`config.mk`:
```
export PLATFORM = sky130hd
export DESIGN_NAME = alu_cmd_issuer
export DESIGN_NICKNAME = d
export VERILOG_FILES = /design/src/rtl/alu_pkg.sv /design/src/rtl/alu_regfile.sv /design/src/rtl/alu_cmd_issuer.sv
export SDC_FILE = /design/constraint.sdc
export NUM_CORES = 1
export LEC_CHECK = 0
export ABC_AREA = 1
export CORE_UTILIZATION = 52
export DETAILED_ROUTE_END_ITERATION = 6
export HOLD_SLACK_MARGIN = 0.1
export PLACE_DENSITY = 0.8
export SETUP_SLACK_MARGIN = 0.15
export SLEW_MARGIN = 20
export SYNTH_ARGS = -nofsm -noshare
export SYNTH_HDL_FRONTEND = slang
export SYNTH_HIERARCHICAL = 1
export SYNTH_SLANG_ARGS = --single-unit
export TNS_END_PERCENT = 50
```
`constraint.sdc`:
```
create_clock -name clk -period 1.6 [get_ports clk]
set_input_delay 0.32 -clock clk [delete_from_list [all_inputs] [get_ports clk]]
set_output_delay 0.32 -clock clk [all_outputs]
set_load 0.01 [all_outputs]
```
`src/rtl/alu_pkg.sv`:
```
// Shared definitions for the ALU command issuer: data width, opcode map and FSM states.
package alu_pkg;

    localparam int DATA_W = 8;

    localparam logic [2:0] OP_ADD  = 3'b000;
    localparam logic [2:0] OP_SUB  = 3'b001;
    localparam logic [2:0] OP_AND  = 3'b010;
    localparam logic [2:0] OP_OR   = 3'b011;
    localparam logic [2:0] OP_XOR  = 3'b100;
    localparam logic [2:0] OP_GT   = 3'b101;
    localparam logic [2:0] OP_SHLA = 3'b110;
    localparam logic [2:0] OP_SHLB = 3'b111;

    typedef enum logic [1:0] {
        IDLE = 2'd0,
        EXEC = 2'd1,
        RESP = 2'd2
    } state_t;

    // Only add and subtract produce a meaningful carry / no-borrow.
    function automatic logic op_has_carry(input logic [2:0] op);
        return (op == OP_ADD) || (op == OP_SUB);
    endfunction

endpackage

```
`src/rtl/alu_regfile.sv`:
```
// Operand register file: two asynchronous read ports, one write port where the
// ALU writeback takes priority over a host write to the same entry.
module alu_regfile
    import alu_pkg::*;
#(
    parameter int   DATA_W = alu_pkg::DATA_W,
    parameter int   NREGS  = 4,
    localparam int  AW     = $clog2(NREGS)
) (
    input  logic              clk,
    input  logic              rst,
    input  logic [AW-1:0]     i_rd_addr_a,
    input  logic [AW-1:0]     i_rd_addr_b,
    output logic [DATA_W-1:0] o_rd_data_a,
    output logic [DATA_W-1:0] o_rd_data_b,
    input  logic              i_wb_en,
    input  logic [AW-1:0]     i_wb_addr,
    input  logic [DATA_W-1:0] i_wb_data,
    input  logic              i_host_en,
    input  logic [AW-1:0]     i_host_addr,
    input  logic [DATA_W-1:0] i_host_data
);

    logic [DATA_W-1:0] r_regs [NREGS];

    // NOTE: the array is a handful of flops, not a RAM macro, so it can be cleared in reset.
    always_ff @(posedge clk) begin
        if (rst) begin
            for (int i = 0; i < NREGS; i++) r_regs[i] <= '0;
        end else begin
            for (int i = 0; i < NREGS; i++) begin
                if (i_wb_en && (i_wb_addr == AW'(i)))
                    r_regs[i] <= i_wb_data;
                else if (i_host_en && (i_host_addr == AW'(i)))
                    r_regs[i] <= i_host_data;
            end
        end
    end

    assign o_rd_data_a = r_regs[i_rd_addr_a];
    assign o_rd_data_b = r_regs[i_rd_addr_b];

endmodule

```
`src/rtl/alu_cmd_issuer.sv`:
```
// Initiator side of the 8-bit ALU: accepts register-addressed commands, drives the ALU,
// writes the result back and returns a response. `ALU_ISSUER_ZFLAG_EN adds rsp_zero.
module alu_cmd_issuer
    import alu_pkg::*;
#(
    parameter int   DATA_W = alu_pkg::DATA_W,
    parameter int   NREGS  = 4,
    localparam int  AW     = $clog2(NREGS)
) (
    input  logic              clk,
    input  logic              rst,
    input  logic              cmd_valid,
    output logic              cmd_ready,
    input  logic [2:0]        cmd_op,
    input  logic [AW-1:0]     cmd_rd,
    input  logic [AW-1:0]     cmd_rs1,
    input  logic [AW-1:0]     cmd_rs2,
    input  logic              wr_en,
    input  logic [AW-1:0]     wr_addr,
    input  logic [DATA_W-1:0] wr_data,
    output logic [DATA_W-1:0] alu_a,
    output logic [DATA_W-1:0] alu_b,
    output logic [2:0]        alu_opcode,
    input  logic [DATA_W-1:0] alu_result,
    input  logic              alu_cout,
    input  logic              alu_cflag,
    output logic              rsp_valid,
    input  logic              rsp_ready,
    output logic [DATA_W-1:0] rsp_data,
    output logic              rsp_carry,
`ifdef ALU_ISSUER_ZFLAG_EN
    output logic              rsp_zero,
`endif
    output logic              rsp_gt
);

    state_t            r_state, w_next_state;
    logic              w_accept, w_exec;
    logic [DATA_W-1:0] w_rs1_data, w_rs2_data;

    logic [DATA_W-1:0] r_alu_a, r_alu_b, r_rsp_data;
    logic [2:0]        r_alu_op;
    logic [AW-1:0]     r_rd;
    logic              r_rsp_carry, r_rsp_gt;

    alu_regfile #(.DATA_W(DATA_W), .NREGS(NREGS)) u_regfile (
        .clk         (clk),
        .rst         (rst),
        .i_rd_addr_a (cmd_rs1),
        .i_rd_addr_b (cmd_rs2),
        .o_rd_data_a (w_rs1_data),
        .o_rd_data_b (w_rs2_data),
        .i_wb_en     (w_exec),
        .i_wb_addr   (r_rd),
        .i_wb_data   (alu_result),
        .i_host_en   (wr_en),
        .i_host_addr (wr_addr),
        .i_host_data (wr_data)
    );

    // NOTE: sequential state uses <= so every flop samples pre-edge values.
    always_ff @(posedge clk) begin
        if (rst) r_state <= IDLE;
        else     r_state <= w_next_state;
    end

    // NOTE: every output of this block gets a default first, so no latches are inferred.
    always_comb begin
        w_next_state = r_state;
        cmd_ready    = 1'b0;
        rsp_valid    = 1'b0;
        w_accept     = 1'b0;
        w_exec       = 1'b0;
        case (r_state)
            IDLE: begin
                cmd_ready = 1'b1;
                if (cmd_valid) begin
                    w_accept     = 1'b1;
                    w_next_state = EXEC;
                end
            end
            EXEC: begin
                w_exec       = 1'b1;
                w_next_state = RESP;
            end
            RESP: begin
                rsp_valid = 1'b1;
                if (rsp_ready) w_next_state = IDLE;
            end
            default: w_next_state = IDLE;
        endcase
    end

    always_ff @(posedge clk) begin
        if (rst) begin
            r_alu_a     <= '0;
            r_alu_b     <= '0;
            r_alu_op    <= '0;
            r_rd        <= '0;
            r_rsp_data  <= '0;
            r_rsp_carry <= 1'b0;
            r_rsp_gt    <= 1'b0;
        end else begin
            if (w_accept) begin
                r_alu_a  <= w_rs1_data;
                r_alu_b  <= w_rs2_data;
                r_alu_op <= cmd_op;
                r_rd     <= cmd_rd;
            end
            if (w_exec) begin
                r_rsp_data  <= alu_result;
                r_rsp_carry <= op_has_carry(r_alu_op) & alu_cout;
                r_rsp_gt    <= alu_cflag;
            end
        end
    end

`ifdef ALU_ISSUER_ZFLAG_EN
    logic r_rsp_zero;

    always_ff @(posedge clk) begin
        if (rst)         r_rsp_zero <= 1'b0;
        else if (w_exec) r_rsp_zero <= (alu_result == '0);
    end

    assign rsp_zero = r_rsp_zero;
`endif

    assign alu_a      = r_alu_a;
    assign alu_b      = r_alu_b;
    assign alu_opcode = r_alu_op;
    assign rsp_data   = r_rsp_data;
    assign rsp_carry  = r_rsp_carry;
    assign rsp_gt     = r_rsp_gt;

endmodule

```
# After elaboration in Yosys (flattened, before gate mapping)
# Memories as Yosys holds them, arrays and structs flattened. A register that Yosys moved wholly into a read port is not among the register bits.
# Index checks and enable logic that the tools add are counted.
totals:
  mem_bits_ro: 0
  output_inout_bits: 31
  register_bits: 17
  latchBits: 0
  n_memories: 1
  ram_bits: 32
  input_bits: 34
op_classes:
  mul: 0
  div_mod_pow: 0
  eq_ne: 11
  n_reduce_logical: 14
  addsub: 0
  mux: 46
  shift: 0
  bitwise_logic: 9
  order_cmp: 0
mem_list:
  columns: ["memory", "words", "width", "rd", "rd_ports_with_merged_regs", "write_ports", "line", "text"]
  rows:
  - ["u_regfile.r_regs", 4, 8, 2, 2, 4, "alu_regfile.sv:24", "logic [DATA_W-1:0] r_regs [NREGS];"]
ops:
  columns: ["operator", "count"]
  rows:
  - ["2-to-1 mux 8 bit", 8]
  - ["2-to-1 mux 1 bit", 35]
  - ["== test 2 bit, second input constant", 5]
  - ["logical AND 1 bit", 8]
  - ["bitwise OR 1 bit", 8]
  - ["== test 2 x 1 -> 1 bit, second input constant", 3]
  - ["logical NOT 2 bit", 3]
  - ["case mux 2 bit (3 select lines)", 1]
  - ["2-to-1 mux 2 bit", 2]
  - ["!= test 2 bit, second input constant", 2]
  - ["== test 3 x 1 -> 1 bit, second input constant", 1]
  - ["logical NOT 3 bit", 1]
  - ["AND reduction 2 bit", 1]
  - ["bitwise AND 1 bit", 1]
  - ["logical OR 1 bit", 1]

# Logic depth before layout (Yosys ltp)
depth:
  ltp_word: 8
  depth_mapped: 9

# Modules after synthesis
# The synthesis kept the hierarchy.
modules_own_cells:
  columns: ["mod", "area_each_um2", "cells_per_inst", "seq_area_each_um2", "instances"]
  rows:
  - ["alu_regfile", 2115.8, 299, 960.9, 1]
  - ["alu_cmd_issuer", 1392.6, 195, 660.6, 1]

# Worst setup path after synthesis
# No wires, ideal clock.
synth_timing:
  kind: "reg2reg"
  from: "reg r_state[0]"
  to: "mem u_regfile.r_regs[2][0], enable pin"
  required_ns: 1.263
  path_slack_ns: 0.242
  arrival_ns: 1.021
  setup_ns: 0.337
  n_path_buf: 0
  path_stages_with_launch: 5
  cell_sequence: "dfxtp_1 -> nand2_2 -> inv_2 -> nand3_1 -> nand3_1"
synth_lines:
  columns: ["item", "line", "text"]
  rows:
  - ["from (decl)", "alu_cmd_issuer.sv:37", "state_t r_state, w_next_state;"]
  - ["from (signal assigned)", "alu_cmd_issuer.sv:64", "else r_state <= w_next_state;"]
  - ["to (decl)", "alu_regfile.sv:24", null]

==> run metrics <==
status complete, but fails checks; failing checks DRC; busiest grt layer met2; fin nets between 600 and 700; Multi-input gate area about 1700 sq um; clk_lat worst skew 0.34 ns; Ys Warns 6; Final setup viols 0; Hold WS around 0.47 ns; max frequency 649 MHz; worst r2r src r_state[1]$_SDFFE_PP0P_; share of post-route cells with drive strength above 1 0.141; largest family of logic cells by synthesized area simple AND/OR/NAND/NOR gates; WP buf/inv 3; reg2reg path depth 8; Seq/Total Area, Yosys 0.462; Hold Crit Start alu_a[1]$_SDFFE_PP0P_; Max VDD drop ~0.52 mV; number of cells on the critical path 6; synthesis-to-layout area growth 34.6%; GPL Wtd Cong between 1 and 1.5; M3 GR Usage 0.0433; Adder-Cell Fraction of Synth Area 0; I/O pins between 60 and 70; Antenna Violating Nets Remaining 0; Die Span Y ~84 um; total vias in the final route 3,582; pins over their slew limit 0; slowest stage delay, CP approximately 0.6 ns; Leakage Power about 2.1 nW; htree depth 3; Avg Synthesized Cell Area 7.10 sq um; CP Data Arrival Time approximately 1.6 ns; Final period util 0.963; slowest library cell on the worst path clkdlybuf4s50_1; GR Util met1 0.345; min-delay worst type reg -> reg; initial antenna violation count 0; post-synthesis sequential element count 65; Fin Clk Skew around 0.0096 ns; Largest delay share family, worst path buffers and inverters; placed cell area 4380 sq um; CTS max path bufs 2; WL per Instance roughly 14 um; CTS root buf clkbuf_8; Congestion Overflow GR 0; Synth Area in Simple Gates 0.310; critical-path cell list clkdlybuf4s50_1 -> inv_1 -> nor2_2 -> nand2_1 -> nand3_1 -> buf_12; TritonRoute pass-1 iters 7; largest net degree at the start of global routing 44; RSZ-0062 raised after global routing yes; Finished Cell Area between 4000 and 5000 sq um; vias in the first global route 2,997; worst-margin pin slew just under 0.4 ns; vias per cell between 5 and 6; CTS sink count 65; Compound-Gate Fraction of Synth Area 0.133; met2 Use GR 0.393; initial DRC count approximately 290; Mapped Area 3510 sq um; Reg area around 1600 sq um; Rel. slew slack 0.741; mux cell area share after synthesis 0; Rows 29; Tmin final 1.54 ns; Routed WL 9280 um; CTS Buf Count 9; Die X around 84 um; crit end category flip-flop; DRC viols 12; Ant. Diodes 0; Initial Util 0.546; Power Density 880 nW/um^2; XOR/XNOR Fraction of Synth Area 0; dpl hpwl 6430 um; core area about 6400 sq um; MaxCap Viol Count 0; GRT Total Usage 0.255; most frequent cells in the layout nor2_1 (107), nand2_1 (94), o21ai_0 (50), inv_1 (44); worst-path fanout max 8; TritonCTS clock tree built; Synth Net Count 528; most common cell after layout, fill and taps aside nor2_1; type of origin of the critical path input pin; Clk pin slew, worst setup/hold paths ~0.070 ns; die area between 7000 and 8000 sq um; crit path kind in -> reg; Final Hold Viols 0; I/O Buffers between 60 and 70; Mapped Cells slightly below 500; # fillers between 500 and 600; CP required 1.65 ns; Crit. Startpoint wr_addr[0]; first-pass GRT wire length roughly 14,000 um; Hold Path Depth 2; Cell variety after synth 21
==> worst paths after layout <==
| check | to | slack, ns |
|---|---|---|
| setup / recovery | u_regfile/r_regs[1][7]$_SDFFCE_PN0P_ | 0.06 |
| hold / removal | alu_a[1]$_SDFFE_PP0P_ | 0.47 |
| setup reg to reg | u_regfile/r_regs[0][3]$_SDFFCE_PN0P_ | 0.20 |
| hold reg to reg | alu_a[1]$_SDFFE_PP0P_ | 0.47 |
==> tightest hold or removal path, stage by stage, from the launching register on <==
cell     delay (ns)
dfxtp_1        0.32
a21oi_1        0.04
nor2_1         0.08
==> cell families after synthesis <==
family | Yosys count
buf+inv | 74
compound gates | 92
flops | 65
simple gates | 263
==> repair_timing <==
item                       in CTS  in global routing
hold buffers                    0                  0
buffers inserted                1                  1
setup endpoints to repair      65                 80
pin swaps                       1                  3
gates cloned                    0                  4
gates resized for setup        25                 48
==> flip-flops by register name, indices dropped and copies added, names as in the netlist <==
name              cells
u_regfile/r_regs     32
alu_a                 8
alu_b                 8
rsp_data              8
alu_opcode            3
r_rd                  2
r_state               2
rsp_carry             1
rsp_gt                1
==> report_power, final <==
group	total (mW)	internal, mW	switching (mW)
clock	1.33	0.759	0.575
sequential	1.96	1.89	0.0747
combinational	0.858	0.376	0.482
==> cell usage after synthesis <==
cell type / number / area, sq um
buf_6: 6 / 67.6
o22ai_1: 4 / 25.0
buf_4: 1 / 7.51
o21ai_1: 3 / 15.0
nand4_1: 9 / 56.3
edfxtp_1: 32 / 961
nand3_1: 30 / 150
nand2_1: 97 / 364
nand3_2: 2 / 20.0
clkbuf_1: 8 / 30.0
nor2_1: 118 / 443
o21ai_0: 50 / 250
buf_2: 5 / 25.0
a21oi_1: 35 / 175
buf_1: 2 / 7.51
clkbuf_2: 1 / 5.00
nor2_4: 2 / 22.5
inv_1: 49 / 184
nand2_2: 5 / 31.3
dfxtp_1: 33 / 661
inv_2: 2 / 7.51
==> through the flow <==
step | utilization | TNS [ns] | power [mW] | cells | setup slack (ns)
CTS | 0.709 | 0 | 4.12 | 654 | 0.0582
finish | 0.735 | 0 | 4.16 | 659 | 0.0598
detailed placement | 0.682 | -12.85 | 2.83 | 637 | -0.274
global placement | 0.682 | -12.41 | 2.82 | 637 | -0.308
floorplan | - | 0 | 2.44 | 494 | 0.242
global route | 0.735 | 0 | 4.35 | 659 | 0.0167
==> area by class of cell <==
type	instances	area share
Timing Repair Buffer	91	0.196
Clock inverter	3	0.00848
Timing Repair inverter	4	0.00636
Sequential cell	65	0.344
Clock buffer	13	0.0315
Multi-Input combinational cell	355	0.349
Inverter	51	0.0432
Tap cell	77	0.0204
==> per-layer routing <==
| metal | vias to the layer above | routed length, um |
|---|---|---|
| li1 | 1768 | - |
| met1 | 1575 | 3950 |
| met2 | 208 | 4230 |
| met3 | 31 | 790 |
| met4 | 0 | 312 |
| met5 | - | 0 |
Power figures use the tool's default switching activity.
